File: src/rtl/boot_rom_pkg.sv
// Shared parameters and types for the boot ROM two-port arbiter.
package boot_rom_pkg;

    localparam int unsigned DEF_ROM_WORDS = 548;
    localparam int unsigned DEF_ROM_AW    = 10;
    localparam logic [31:0] DEF_BASE_ADDR = 32'h0000_0000;

    localparam int unsigned ADDR_W = 32;
    localparam int unsigned DATA_W = 32;

    // Port that owns an arbitration slot or an in-flight response.
    typedef enum logic {
        OWN_INSTR = 1'b0,
        OWN_DATA  = 1'b1
    } owner_e;

    // Granted request as seen by the address checker.
    typedef struct packed {
        logic [ADDR_W-1:0] addr;
        logic              we;
    } rom_req_t;

    // Response tracking captured on every grant.
    typedef struct packed {
        logic   valid;
        owner_e owner;
        logic   err;
    } resp_t;

endpackage

File: src/rtl/boot_rom_addr_chk.sv
// Combinational decode of the granted request: region hit, populated-word range, write attempt.
module boot_rom_addr_chk
    import boot_rom_pkg::*;
#(
    parameter int unsigned ROM_WORDS = DEF_ROM_WORDS,
    parameter int unsigned ROM_AW    = DEF_ROM_AW,
    parameter logic [31:0] BASE_ADDR = DEF_BASE_ADDR
) (
    input  rom_req_t          req,
    output logic [ROM_AW-1:0] word_c,
    output logic              err_c
);

    localparam int unsigned TAG_LSB = ROM_AW + 2;

    logic in_region;
    logic over_range;
    logic unused_byte_sel;

    // Word reads only; the byte offset carries no meaning for the ROM.
    assign unused_byte_sel = ^req.addr[1:0];

    // Region tag compare, word extraction and the three error sources.
    always_comb begin
        in_region  = (req.addr[ADDR_W-1:TAG_LSB] == BASE_ADDR[ADDR_W-1:TAG_LSB]);
        word_c     = req.addr[TAG_LSB-1:2];
        over_range = ({1'b0, word_c} >= (ROM_AW + 1)'(ROM_WORDS));
        err_c      = !in_region || over_range || req.we;
    end

endmodule

File: src/rtl/boot_rom_arbiter.sv
// Round-robin sharing of the single-ported boot ROM between instruction-fetch and data ports.
module boot_rom_arbiter
    import boot_rom_pkg::*;
#(
    parameter int unsigned ROM_WORDS = DEF_ROM_WORDS,
    parameter int unsigned ROM_AW    = DEF_ROM_AW,
    parameter logic [31:0] BASE_ADDR = DEF_BASE_ADDR
) (
    input  logic              CLK,
    input  logic              RST,

    input  logic              instr_req_i,
    input  logic [31:0]       instr_addr_i,
    output logic              instr_gnt_o,
    output logic              instr_rvalid_o,
    output logic [31:0]       instr_rdata_o,
    output logic              instr_err_o,

    input  logic              data_req_i,
    input  logic [31:0]       data_addr_i,
    input  logic              data_we_i,
    output logic              data_gnt_o,
    output logic              data_rvalid_o,
    output logic [31:0]       data_rdata_o,
    output logic              data_err_o,

    output logic              rom_csn_o,
    output logic [ROM_AW-1:0] rom_a_o,
    input  logic [31:0]       rom_q_i
);

    owner_e            last_owner;
    resp_t             resp_q;

    logic              gnt_instr;
    logic              gnt_data;
    logic              gnt_any;
    owner_e            gnt_owner;
    rom_req_t          gnt_req;
    logic [ROM_AW-1:0] chk_word;
    logic              chk_err;

    // Single decoder shared by both ports, fed with whichever request wins.
    boot_rom_addr_chk #(
        .ROM_WORDS (ROM_WORDS),
        .ROM_AW    (ROM_AW),
        .BASE_ADDR (BASE_ADDR)
    ) u_addr_chk (
        .req    (gnt_req),
        .word_c (chk_word),
        .err_c  (chk_err)
    );

    // Arbitration, request mux and ROM pin drive; nothing is granted while in reset.
    always_comb begin
        gnt_instr = 1'b0;
        gnt_data  = 1'b0;
        gnt_owner = OWN_INSTR;
        gnt_req   = '0;
        rom_csn_o = 1'b1;
        rom_a_o   = '0;

        if (!RST) begin
            if (instr_req_i && data_req_i) begin
                gnt_instr = (last_owner == OWN_DATA);
                gnt_data  = (last_owner == OWN_INSTR);
            end else begin
                gnt_instr = instr_req_i;
                gnt_data  = data_req_i;
            end
        end

        gnt_any = gnt_instr || gnt_data;

        if (gnt_data) begin
            gnt_owner    = OWN_DATA;
            gnt_req.addr = data_addr_i;
            gnt_req.we   = data_we_i;
        end else if (gnt_instr) begin
            gnt_owner    = OWN_INSTR;
            gnt_req.addr = instr_addr_i;
            gnt_req.we   = 1'b0;
        end

        // Error grants still answer next cycle but never touch the ROM.
        if (gnt_any && !chk_err) begin
            rom_csn_o = 1'b0;
            rom_a_o   = chk_word;
        end
    end

    assign instr_gnt_o = gnt_instr;
    assign data_gnt_o  = gnt_data;

    // Round-robin pointer and one-deep response tracking.
    always_ff @(posedge CLK) begin
        if (RST) begin
            last_owner <= OWN_DATA;
            resp_q     <= '{valid: 1'b0, owner: OWN_INSTR, err: 1'b0};
        end else begin
            if (gnt_any) begin
                last_owner <= gnt_owner;
            end
            resp_q.valid <= gnt_any;
            resp_q.owner <= gnt_owner;
            resp_q.err   <= gnt_any && chk_err;
        end
    end

    // Response demux; reset squashes any response still in flight.
    always_comb begin
        instr_rvalid_o = !RST && resp_q.valid && (resp_q.owner == OWN_INSTR);
        data_rvalid_o  = !RST && resp_q.valid && (resp_q.owner == OWN_DATA);
        instr_err_o    = instr_rvalid_o && resp_q.err;
        data_err_o     = data_rvalid_o && resp_q.err;
        instr_rdata_o  = (instr_rvalid_o && !resp_q.err) ? rom_q_i : 32'h0;
        data_rdata_o   = (data_rvalid_o && !resp_q.err) ? rom_q_i : 32'h0;
    end

endmodule

File: config.mk
export PLATFORM = sky130hd
export DESIGN_NAME = boot_rom_arbiter
export DESIGN_NICKNAME = d
export VERILOG_FILES = /design/src/rtl/boot_rom_pkg.sv /design/src/rtl/boot_rom_addr_chk.sv /design/src/rtl/boot_rom_arbiter.sv
export SDC_FILE = /design/constraint.sdc
export NUM_CORES = 1
export LEC_CHECK = 0
export BUFFER_PORTS_ARGS = -buffer_cell sky130_fd_sc_hd__buf_2
export CORE_AREA = 2 2 70 72
export CTS_BUF_LIST = sky130_fd_sc_hd__clkbuf_4 sky130_fd_sc_hd__clkbuf_8
export CTS_CLUSTER_DIAMETER = 200
export DETAILED_ROUTE_END_ITERATION = 8
export DIE_AREA = 0 0 72 74
export GPL_TIMING_DRIVEN = 0
export MAX_ROUTING_LAYER = met4
export PLACE_DENSITY_LB_ADDON = 0.3
export SLEW_MARGIN = 5
export SYNTH_ARGS = -nofsm -noshare
export SYNTH_HDL_FRONTEND = slang
export SYNTH_HIERARCHICAL = 1
export SYNTH_SLANG_ARGS = --single-unit
File: constraint.sdc
create_clock -name CLK -period 7.2 [get_ports CLK]
set_clock_uncertainty 0.1 [all_clocks]
set_input_delay 0.36 -clock CLK [delete_from_list [all_inputs] [get_ports CLK]]
set_output_delay 0.36 -clock CLK [all_outputs]
set_load 0.05 [all_outputs]
Word-level counts from Yosys, hierarchy flattened
Cells that the tools add are included.
- register bits after elaboration: 4
- input bits: 101
- output and inout bits: 81
- logic and storage cells: 36
- magnitude comparators: 1
- mux-type cells: 11
- bitwise operators: 2
- reduce and logical (&&, ||, !) cells: 18
- operators with widths (operator ; count):
    2-to-1 mux 33 bit ; 2
    2-to-1 mux 32 bit ; 2
    logical NOT 20 bit ; 1
    greater-or-equal comparator 10 bit, second input constant ; 1
    logical AND 1 bit ; 10
    2-to-1 mux 10 bit ; 1
    2-to-1 mux 1 bit ; 6
    logical NOT 1 bit ; 4
    logical OR 1 bit ; 3
    NOT 1 bit ; 2

Longest topological paths before layout
Gate-level depths: netlist of the first run.
- word-level depth: 12
- depth in mapped cells: 11
- depth with buffers taken out: 8

Hierarchy
The synthesis of the first run kept the hierarchy.
- modules (own cells, without submodules) (module ; instances ; cells an instance ; area each (µm²) ; seq. area each (µm²)):
    boot_rom_arbiter ; 1 ; 188 ; 1242.4 ; 80.1
    boot_rom_addr_chk ; 1 ; 22 ; 150.1 ; 0.0

Worst setup path before layout of the first run
Ideal clock, no wire load.
- path kind: input to output
- start point: in instr_req_i
- end point: out rom_a_o[0]
- arrival time: 2.493 ns
- required time: 6.740 ns
- path slack: 4.247 ns
- cell stages on the path: 10
- buffers on the path: 2
- path through: buf_4 > a21boi_4 > and2b_1 > and2_1 > nor3_1 > nand4_1 > a211o_1 > nor3_1 > clkbuf_2 > and2_1
- RTL lines (item ; line ; source):
    start: declaration ; boot_rom_arbiter.sv:12 ; input logic instr_req_i,
    end: declaration ; boot_rom_arbiter.sv:28 ; output logic [ROM_AW-1:0] rom_a_o,

==> results of run 1 <==
## area by class of cell
class	instances	area [um^2]	area share (%)
multi-input cells	169	1079	45.75
flip-flops and latches	4	80.08	3.397
inverters	1	3.754	0.1592
repair buffers	176	880.8	37.37
well taps	54	67.56	2.866
clock buffers	3	41.29	1.752
plain buffers	32	205.2	8.705
## registers in the layout (all words and copies together), names as in the netlist
signal,count
resp_q,3
last_owner,1
## worst min-delay path by stage
stage	cells after the start	to	slack [ps]
detailed placement	3	last_owner$_SDFFE_PP1N_	460
global placement	3	last_owner$_SDFFE_PP1N_	450
global route	3	last_owner$_SDFFE_PP1N_	370
finish	3	last_owner$_SDFFE_PP1N_	310
CTS	3	last_owner$_SDFFE_PP1N_	310
floorplan	2	last_owner$_SDFFE_PP1N_	400
## cells in the final DEF, fill, tap and decap left out
master    count
nor2_1       36
a32oi_1      30
and3_1        1
nand2b_4      1
nand2b_1      2
nor3b_4       1
buf_6         3
buf_4        15
clkbuf_2      4
o31ai_1       1
and2b_1       1
nor3_4        1
nor3_1        3
nand2_1       5
nor4_2        1
a211o_1       1
buf_2       177
o21ai_0       1
nor4_1        3
nor2b_1       2
inv_1         1
a21boi_4      1
and2_1       77
dfxtp_1       4
clkbuf_8      3
nand4_1       1
clkbuf_1      9
## power groups by stage
stage | Clock [mW] | Sequential, mW | Combinational (mW)
5_1_grt | 0.0497 | 0.0264 | 0.128
3_5_place_dp | 0 | 0.0265 | 0.118
4_1_cts | 0.0484 | 0.0262 | 0.118
6_report | 0.0473 | 0.0262 | 0.117
2_1_floorplan | 0 | 0.0261 | 0.0762
3_3_place_gp | 0 | 0.0264 | 0.116
## through the flow
stage                     cell area (um^2)  setup WS (ps)  power, mW  hold slack [ps]  std cells
after floorplan                       1368           4269     0.1023            396.9        206
after CTS                             2357           3862     0.1924            313.5        439
after global placement                2316           4003     0.1428            449.9        436
final                                 2357           3897     0.1906            312.3        439
after detailed placement              2316           4017     0.1442            464.3        436
after global routing                  2357           3665     0.2040            370.5        439
## worst min-delay path, delay by kind of cell
family	cells	cell delay, ps
buffers and inverters	1	110
AOI/OAI and AO/OA	1	70
and+or+nand+nor	1	60
## layer usage
layer  wire (um)  vias up  global-route usage, %
li1            -     1061                      -
met1        1815      822                  16.39
met2        2459       98                  31.69
met3         407        4                  1.897
met4          51        0                  5.031
met5           0        -                      -
==> impl_metrics.tcl, run 1 <==
set metrics [dict create \
    clk_latency_ps 220 \
    p_leak_nw 1.413 \
    syn_area_per_cell_um2 6.639 \
    rows 25 \
    cp.depth 12 \
    wl_mm 4.734 \
    cp_cell_sequence "nand2b_1, buf_4, buf_6, a32oi_1, nor2_1, nor4_1, nand4_1, a211o_1, nor3_1, clkbuf_2, and2_1, buf_2" \
    die_area_um2 5328 \
    fin_util_pct 51.27 \
    cts_hold_buf 0 \
    avgViaCountPerCell 4.522 \
    critPathCaptureType "primary output" \
    drc 0 \
    seq_power_share_pct 13.7 \
    worst_slew_pin_slew_ps 398.2 \
    crit_path_top_delay_cell "dfxtp_1" \
    crit_end "rom_a_o[7]" \
    arrival_ps 2840 \
    wire_per_inst_um 10.78 \
    fmax_mhz 302.7 \
    drtPass1Iterations 4 \
    first_global_vias 1632 \
    vias 1985 \
    r2r_setup_slack_ps 5090 \
    fillers 460 \
    switchingPower_mw 0.08103 \
    area_delta_synth_final_pct 72.37 \
    max_slew_margin_pct 73.45 \
    n_antenna_cell 0 \
    cp-startpoint "last_owner$_SDFFE_PP1N_" \
    crit-reg2reg-launch "last_owner$_SDFFE_PP1N_" \
    drtIter0Drc 30 \
    grt_pass1_wl_mm 6.831 \
    ys.warnings.count 6 \
    drv_slew 0 \
    fp.dieW_um 72 \
    finalCritPeriodShare_pct 45.88 \
    comb_power_share_pct 61.4 \
    hold_path.class "primary input to register" \
    htreeDepth 1 \
    worstSetupStartpointType "register" \
    grt_start_max_net_pins 11 \
    slowest_delay_ps 340 \
    p_per_area_nw_per_um2 80.85 \
    post_cts_buffers 0 \
    drtAntennaViolNets 0 \
    synth_cells 206 \
    finalSetupTns_ps 0 \
    cp_top_family "simple AND/OR/NAND/NOR gates" \
    cts_resized 0 \
    dpl.hpwl_mm 4.264 \
    coreArea_um2 4598 \
    cts-root-buf "clkbuf_8" \
    vdd_drop_max_mv 0.05153 \
    rsz0062_at_grt "no" \
    status "completed" \
    clkPwrFrac_pct 24.8 \
    hold_viol_final 0 \
    syn-num-nets 307 \
    cts_made_buffers 3 \
    die_y_um 74 \
    finalCriticalPeriod_ps 3303 \
    worstReg2RegEnd "resp_q[0]$_SDFF_PP0_" \
    layout-drive-gt1-share_pct 53.77 \
    overflow 0 \
    antenna_found_initial 0 \
    io_buffers 176 \
    worstHoldStart "data_req_i" \
    netlist_area_um2 1368 \
    worstPathRequired_ps 6740 \
    track_usage_pct 16.03 \
    setup_viol 0 \
    max-cap-violations 0 \
    fin_nets 488 \
    critPathBufInv 4 \
    cts.sinks 4 \
    internal_power_mw 0.1095 \
    swShare_pct 42.52 \
    ioPinCount 182 \
    reg2reg_depth 9 \
    initial_core_util_pct 29.74 \
    clk_path_buf_depth 2 \
    path_class "register to primary output" \
    place_congestion 0.7712 \
    path_clk_slew_ps 30 \
    cts_tree "built" \
    crit_path_max_fanout 10 \
]
No activity file was read; power rests on OpenSTA's default activity.
==> run 2: changes to the inputs <==
--- a/config.mk
+++ b/config.mk
@@ -6,11 +6,10 @@
 export NUM_CORES = 1
 export LEC_CHECK = 0
 export BUFFER_PORTS_ARGS = -buffer_cell sky130_fd_sc_hd__buf_2
-export CORE_AREA = 2 2 70 72
+export CORE_UTILIZATION = 30
 export CTS_BUF_LIST = sky130_fd_sc_hd__clkbuf_4 sky130_fd_sc_hd__clkbuf_8
 export CTS_CLUSTER_DIAMETER = 200
 export DETAILED_ROUTE_END_ITERATION = 8
-export DIE_AREA = 0 0 72 74
 export GPL_TIMING_DRIVEN = 0
 export MAX_ROUTING_LAYER = met4
 export PLACE_DENSITY_LB_ADDON = 0.3
==> constraint.sdc (replaced) <==
create_clock -name CLK -period 2.9 [get_ports CLK]
set_clock_uncertainty 0.1 [all_clocks]
set_input_delay 0.145 -clock CLK [delete_from_list [all_inputs] [get_ports CLK]]
set_output_delay 0.145 -clock CLK [all_outputs]
set_load 0.05 [all_outputs]
==> run 2 against run 1 <==
  * Non-clock buffer count unchanged
  * Global-route usage up 2.5 points
  * Critical path depth down 1
  * Core utilization up 6.1 points
  * Cell count down 0.46%
  * Design area up 6.1%
  * First-iteration DRC count up 10%
  * Via count up 1.5%
  * Clock-buffer cell count unchanged
  * Power rose to 2.5 times the previous value
==> impl_metrics.tcl, run 2 (synthesis results as in run 1) <==
set metrics [dict create \
    track_usage_pct 18.50 \
    final_common_cell "buf_2" \
    vdd_drop_max_mv 0.1584 \
    grt_start_max_net_pins 11 \
    critPathCaptureType "primary output" \
    n_antenna_cell 0 \
    worstHoldStart "data_req_i" \
    fin_util_pct 57.41 \
    r2r_setup_slack_ps 870 \
    fillers 425 \
    finalCritPeriodShare_pct 96.82 \
    cts_hold_buf 0 \
    dpl.hpwl_mm 3.870 \
    hold_path.class "primary input to register" \
    cts-root-buf "clkbuf_8" \
    cts.sinks 4 \
    drtAntennaViolNets 0 \
    crit-reg2reg-launch "last_owner$_SDFFE_PP1N_" \
    max-cap-violations 0 \
    crit_path_max_fanout 10 \
    initial_core_util_pct 31.41 \
    htreeDepth 1 \
    wire_per_inst_um 10.44 \
    multi_input_area_um2 1139 \
    path_class "register to primary output" \
    top_register "resp_q" \
    vias 2014 \
    regArea_um2 83.83 \
    reg2reg_depth 8 \
    p_leak_nw 1.454 \
    worst_slew_pin_slew_ps 433.6 \
    setup_viol 0 \
    instances_no_fill 437 \
    path_clk_slew_ps 30 \
    io_buffers 176 \
    worstSetupStartpointType "register" \
    cts_tree "built" \
    rows 24 \
    post_cts_buffers 0 \
    largest_register_ffs 3 \
    hold_viol_final 0 \
    cp-startpoint "last_owner$_SDFFE_PP1N_" \
    ioPinCount 182 \
    drtPass1Iterations 4 \
    drc 0 \
    fp.dieW_um 69.52 \
    dp_cells 434 \
    grt_pass1_wl_mm 7.417 \
    die_y_um 69.52 \
    coreArea_um2 4354 \
    die_area_um2 4832 \
    drv_slew 0 \
    clk_path_buf_depth 2 \
    top_regs "resp_q: 3 flops, last_owner: 1 flops" \
    arrival_ps 2560 \
    drtIter0Drc 33 \
    max_slew_margin_pct 71.09 \
    overflow 0 \
    clk_latency_ps 220 \
    layout-drive-gt1-share_pct 57.40 \
    area_delta_synth_final_pct 82.80 \
    place_congestion 0.8302 \
    antenna_found_initial 0 \
    rsz0062_at_grt "yes" \
    fmax_mhz 356.2 \
    worstPathRequired_ps 2650 \
    avgViaCountPerCell 4.609 \
    layout_common_cells "168 x buf_2, 69 x and2_1, 36 x nor2_1" \
    fin_nets 488 \
    worstReg2RegEnd "resp_q[0]$_SDFF_PP0_" \
    crit_end "rom_a_o[6]" \
    status "completed" \
    cts_made_buffers 3 \
    wl_mm 4.564 \
    finalCriticalPeriod_ps 2808 \
    first_global_vias 1744 \
    p_per_area_nw_per_um2 192.0 \
]
-- run 2: where the power goes --
| part | total [mW] | internal [mW] | leakage [nW] | switching (mW) |
|---|---|---|---|---|
| combinational | 0.297 | 0.128 | 1.40 | 0.170 |
| sequential | 0.0649 | 0.0591 | 0.0335 | 0.00579 |
| clock | 0.118 | 0.0885 | 0.0216 | 0.0292 |
-- run 2: worst max-delay path, cell delays in order (launching register included) --
cell      delay [ps]
dfxtp_4          350
nand2b_4         160
buf_6            140
a32oi_2          200
nor2_1            70
nor4_1           290
nand2_1          110
a211o_1          330
nor3_4           230
buf_4            170
and2_4           150
buf_8            140
-- run 2: final cells by class --
cell class,instances,share of cell area (%)
multi-input combinational,169,45.55
timing repair buffer,177,38.69
buffer,31,8.008
sequential,4,3.353
tap,52,2.603
clock buffer,3,1.652
inverter,1,0.1502
-- run 2: through the flow --
step	area [um^2]	hold WS (ps)	worst slack [ps]	power, mW	setup TNS [ps]
after global routing	2500	171.9	-42.21	0.5155	-222.6
after floorplan	1368	181.9	240.0	0.2541	0
after detailed placement	2313	345.7	26.77	0.3563	0
after global placement	2313	315.3	35.91	0.3537	0
final	2500	165.7	92.30	0.4799	0
after CTS	2444	154.4	16.75	0.4786	0
-- run 2: what timing repair did --
item / CTS / global route
endpoints found under the setup margin: 11 / 11
cloned: 1 / 0
resized for setup: 30 / 14
pin swaps: 5 / 3
-- run 2: metal layers --
layer / up-vias / share of wire (%) / global-route usage [%]
li1: 1063 / - / -
met1: 850 / 38 / 19.68
met2: 95 / 53 / 35.17
met3: 6 / 7.5 / 3.634
met4: 0 / 1.0 / 3.628
met5: - / 0 / -
-- run 2: worst min-delay path by stage --
stage	slack, ps	endpoint	depth (start not counted)
floorplan	180	last_owner$_SDFFE_PP1N_	2
global placement	320	last_owner$_SDFFE_PP1N_	3
detailed placement	350	last_owner$_SDFFE_PP1N_	3
CTS	150	last_owner$_SDFFE_PP1N_	3
global route	170	last_owner$_SDFFE_PP1N_	3
finish	170	last_owner$_SDFFE_PP1N_	3
==> run 3: changes to the inputs <==
--- a/config.mk
+++ b/config.mk
@@ -6,8 +6,8 @@
 export NUM_CORES = 1
 export LEC_CHECK = 0
 export BUFFER_PORTS_ARGS = -buffer_cell sky130_fd_sc_hd__buf_2
-export CORE_UTILIZATION = 30
-export CTS_BUF_LIST = sky130_fd_sc_hd__clkbuf_4 sky130_fd_sc_hd__clkbuf_8
+export CORE_ASPECT_RATIO = 2
+export CORE_UTILIZATION = 29
 export CTS_CLUSTER_DIAMETER = 200
 export DETAILED_ROUTE_END_ITERATION = 8
 export GPL_TIMING_DRIVEN = 0
==> run 3 against run 2 <==
  * Largest cell class unchanged
  * Global-route usage up 4.2 points
  * Sequential share of layout area is 0.090 points lower
  * Clock-buffer cell count unchanged
  * Register-to-register slack lost 50 ps
  * Via count increased by 7.8%
  * Design area rose by 2.8%
  * Wire length is 27% higher
  * Core utilization decreased by 1.0 points
  * Sequential power is 1% lower
  * Flip-flop and latch count stayed put
  * Clock power barely moved
==> impl_metrics.tcl, run 3 (synthesis results as in run 1) <==
set metrics [dict create \
    cts.sinks 4 \
    htreeDepth 1 \
    max-cap-violations 0 \
    initial_core_util_pct 30.03 \
    area_delta_synth_final_pct 87.83 \
    worst_slew_pin_slew_ps 446.8 \
    antenna_found_initial 3 \
    dpl.hpwl_mm 4.942 \
    largest_register_ffs 3 \
    cts_tree "built" \
    wire_per_inst_um 13.01 \
    grt_pass1_wl_mm 8.542 \
    fmax_mhz 346.7 \
    critPathCaptureType "primary output" \
    crit_path_max_fanout 6 \
    rows 35 \
    grt_start_max_net_pins 11 \
    p_per_area_nw_per_um2 191.6 \
    track_usage_pct 22.74 \
    design_area_um2 2569 \
    final_common_cell "buf_2" \
    status "completed" \
    vdd_drop_max_mv 0.1843 \
    finalCritPeriodShare_pct 99.45 \
    clk_path_buf_depth 2 \
    worstSetupStartpointType "register" \
    path_class "register to primary output" \
    dpl-instance-area_um2 2317 \
    min_to "last_owner$_SDFFE_PP1N_" \
    fillers 491 \
    drv_slew 0 \
    fp.dieW_um 50.56 \
    instances_no_fill 446 \
    cts_made_buffers 3 \
    hold_viol_final 0 \
    top_register "resp_q" \
    fin_nets 491 \
    fin_util_pct 56.40 \
    io_buffers 176 \
    drc 0 \
    wl_mm 5.802 \
    r2r_setup_slack_ps 820 \
    worstReg2RegEnd "resp_q[0]$_SDFF_PP0_" \
    top_regs "resp_q: 3 flops, last_owner: 1 flops" \
    clk_latency_ps 220 \
    arrival_ps 2640 \
    crit-reg2reg-launch "last_owner$_SDFFE_PP1N_" \
    pre_cts_slack_ps -11.89 \
    finalSetupTns_ps 0 \
    dp_cells 437 \
    vias 2171 \
    worstPathRequired_ps 2650 \
    place_congestion 0.7598 \
    max_slew_margin_pct 70.21 \
    finalCriticalPeriod_ps 2884 \
    p_leak_nw 1.481 \
    layout_common_cells "167 x buf_2, 68 x and2_1, 36 x nor2_1" \
    layout-drive-gt1-share_pct 58.25 \
    coreArea_um2 4554 \
    rsz0062_at_grt "yes" \
    cts-root-buf "clkbuf_8" \
    first_global_vias 1907 \
    hold_path.class "primary input to register" \
    worstHoldStart "data_req_i" \
    path_clk_slew_ps 30 \
    drtIter0Drc 22 \
    drtAntennaViolNets 0 \
    reg2reg_depth 8 \
    drtPass1Iterations 4 \
    cts_hold_buf 0 \
    setup_viol 0 \
    overflow 0 \
    die_area_um2 5011 \
    avgViaCountPerCell 4.868 \
    die_y_um 99.12 \
    setup_slack_ps 15.91 \
    ioPinCount 182 \
    holdPathStages 3 \
]
==> run 3: cell types whose count changed in the layout (fill, tap and decap cells not counted), sizes merged <==
cell    previous run  this run
clkbuf            15        16
buf              196       198
diode              0         3
==> run 3: metrics by stage <==
stage          power, mW  hold slack, ps
2_1_floorplan     0.2541           181.9
3_3_place_gp      0.3586           320.8
3_5_place_dp      0.3635           326.8
4_1_cts           0.4911           139.3
5_1_grt           0.5280           161.9
6_report          0.4921           134.9
==> run 3: how the worst max path moves through the flow <==
stage	from	to	slack, ps	cells past startpoint
6_report	last_owner$_SDFFE_PP1N_	rom_a_o[7]	20	11
5_1_grt	last_owner$_SDFFE_PP1N_	rom_a_o[7]	-110	12
4_1_cts	last_owner$_SDFFE_PP1N_	rom_a_o[0]	-60	12
3_5_place_dp	last_owner$_SDFFE_PP1N_	rom_a_o[5]	-10	12
3_3_place_gp	last_owner$_SDFFE_PP1N_	rom_a_o[5]	-5	12
2_1_floorplan	last_owner$_SDFFE_PP1N_	rom_a_o[0]	240	11
==> run 3: cell type report <==
type                            count  area (um^2)  area share, %
Antenna cell                        3        7.507         0.2923
Buffer                             31        203.9          7.940
Clock buffer                        3        41.29          1.607
Inverter                            1        3.754         0.1461
Multi-Input combinational cell    169         1135          44.18
Sequential cell                     4        83.83          3.264
Tap cell                           55        68.82          2.679
Timing Repair Buffer              180         1025          39.89
==> run 3: critical path: stages, from the launching register on <==
cell      delay [ps]
dfxtp_4          340
nand2b_4         190
buf_6            150
a32oi_1          170
nor2_1            80
nor4_2           290
nand4_1          180
a211o_1          330
nor3_2           230
buf_4            180
and2_4           150
buf_8            140
==> run 3: report_power, final <==
group / switching [mW] / leakage (nW) / internal [mW]
registers: 0.00509 / 0.0335 / 0.0591
logic: 0.178 / 1.43 / 0.133
clock network: 0.0293 / 0.0216 / 0.0885
total: 0.212 / 1.48 / 0.280
==> run 3: repair_timing <==
action | CTS | global route
gates resized for setup | 39 | 15
pin swaps | 13 | 11
cloned | 2 | 1
setup buffers | 1 | 0
endpoints found under the setup margin | 11 | 11
==> run 3: per-layer routing <==
layer	wire length (um)	global-route usage, %
met5	0	-
met2	3199	44.51
met4	82	5.556
met1	1827	18.76
met3	692	9.174
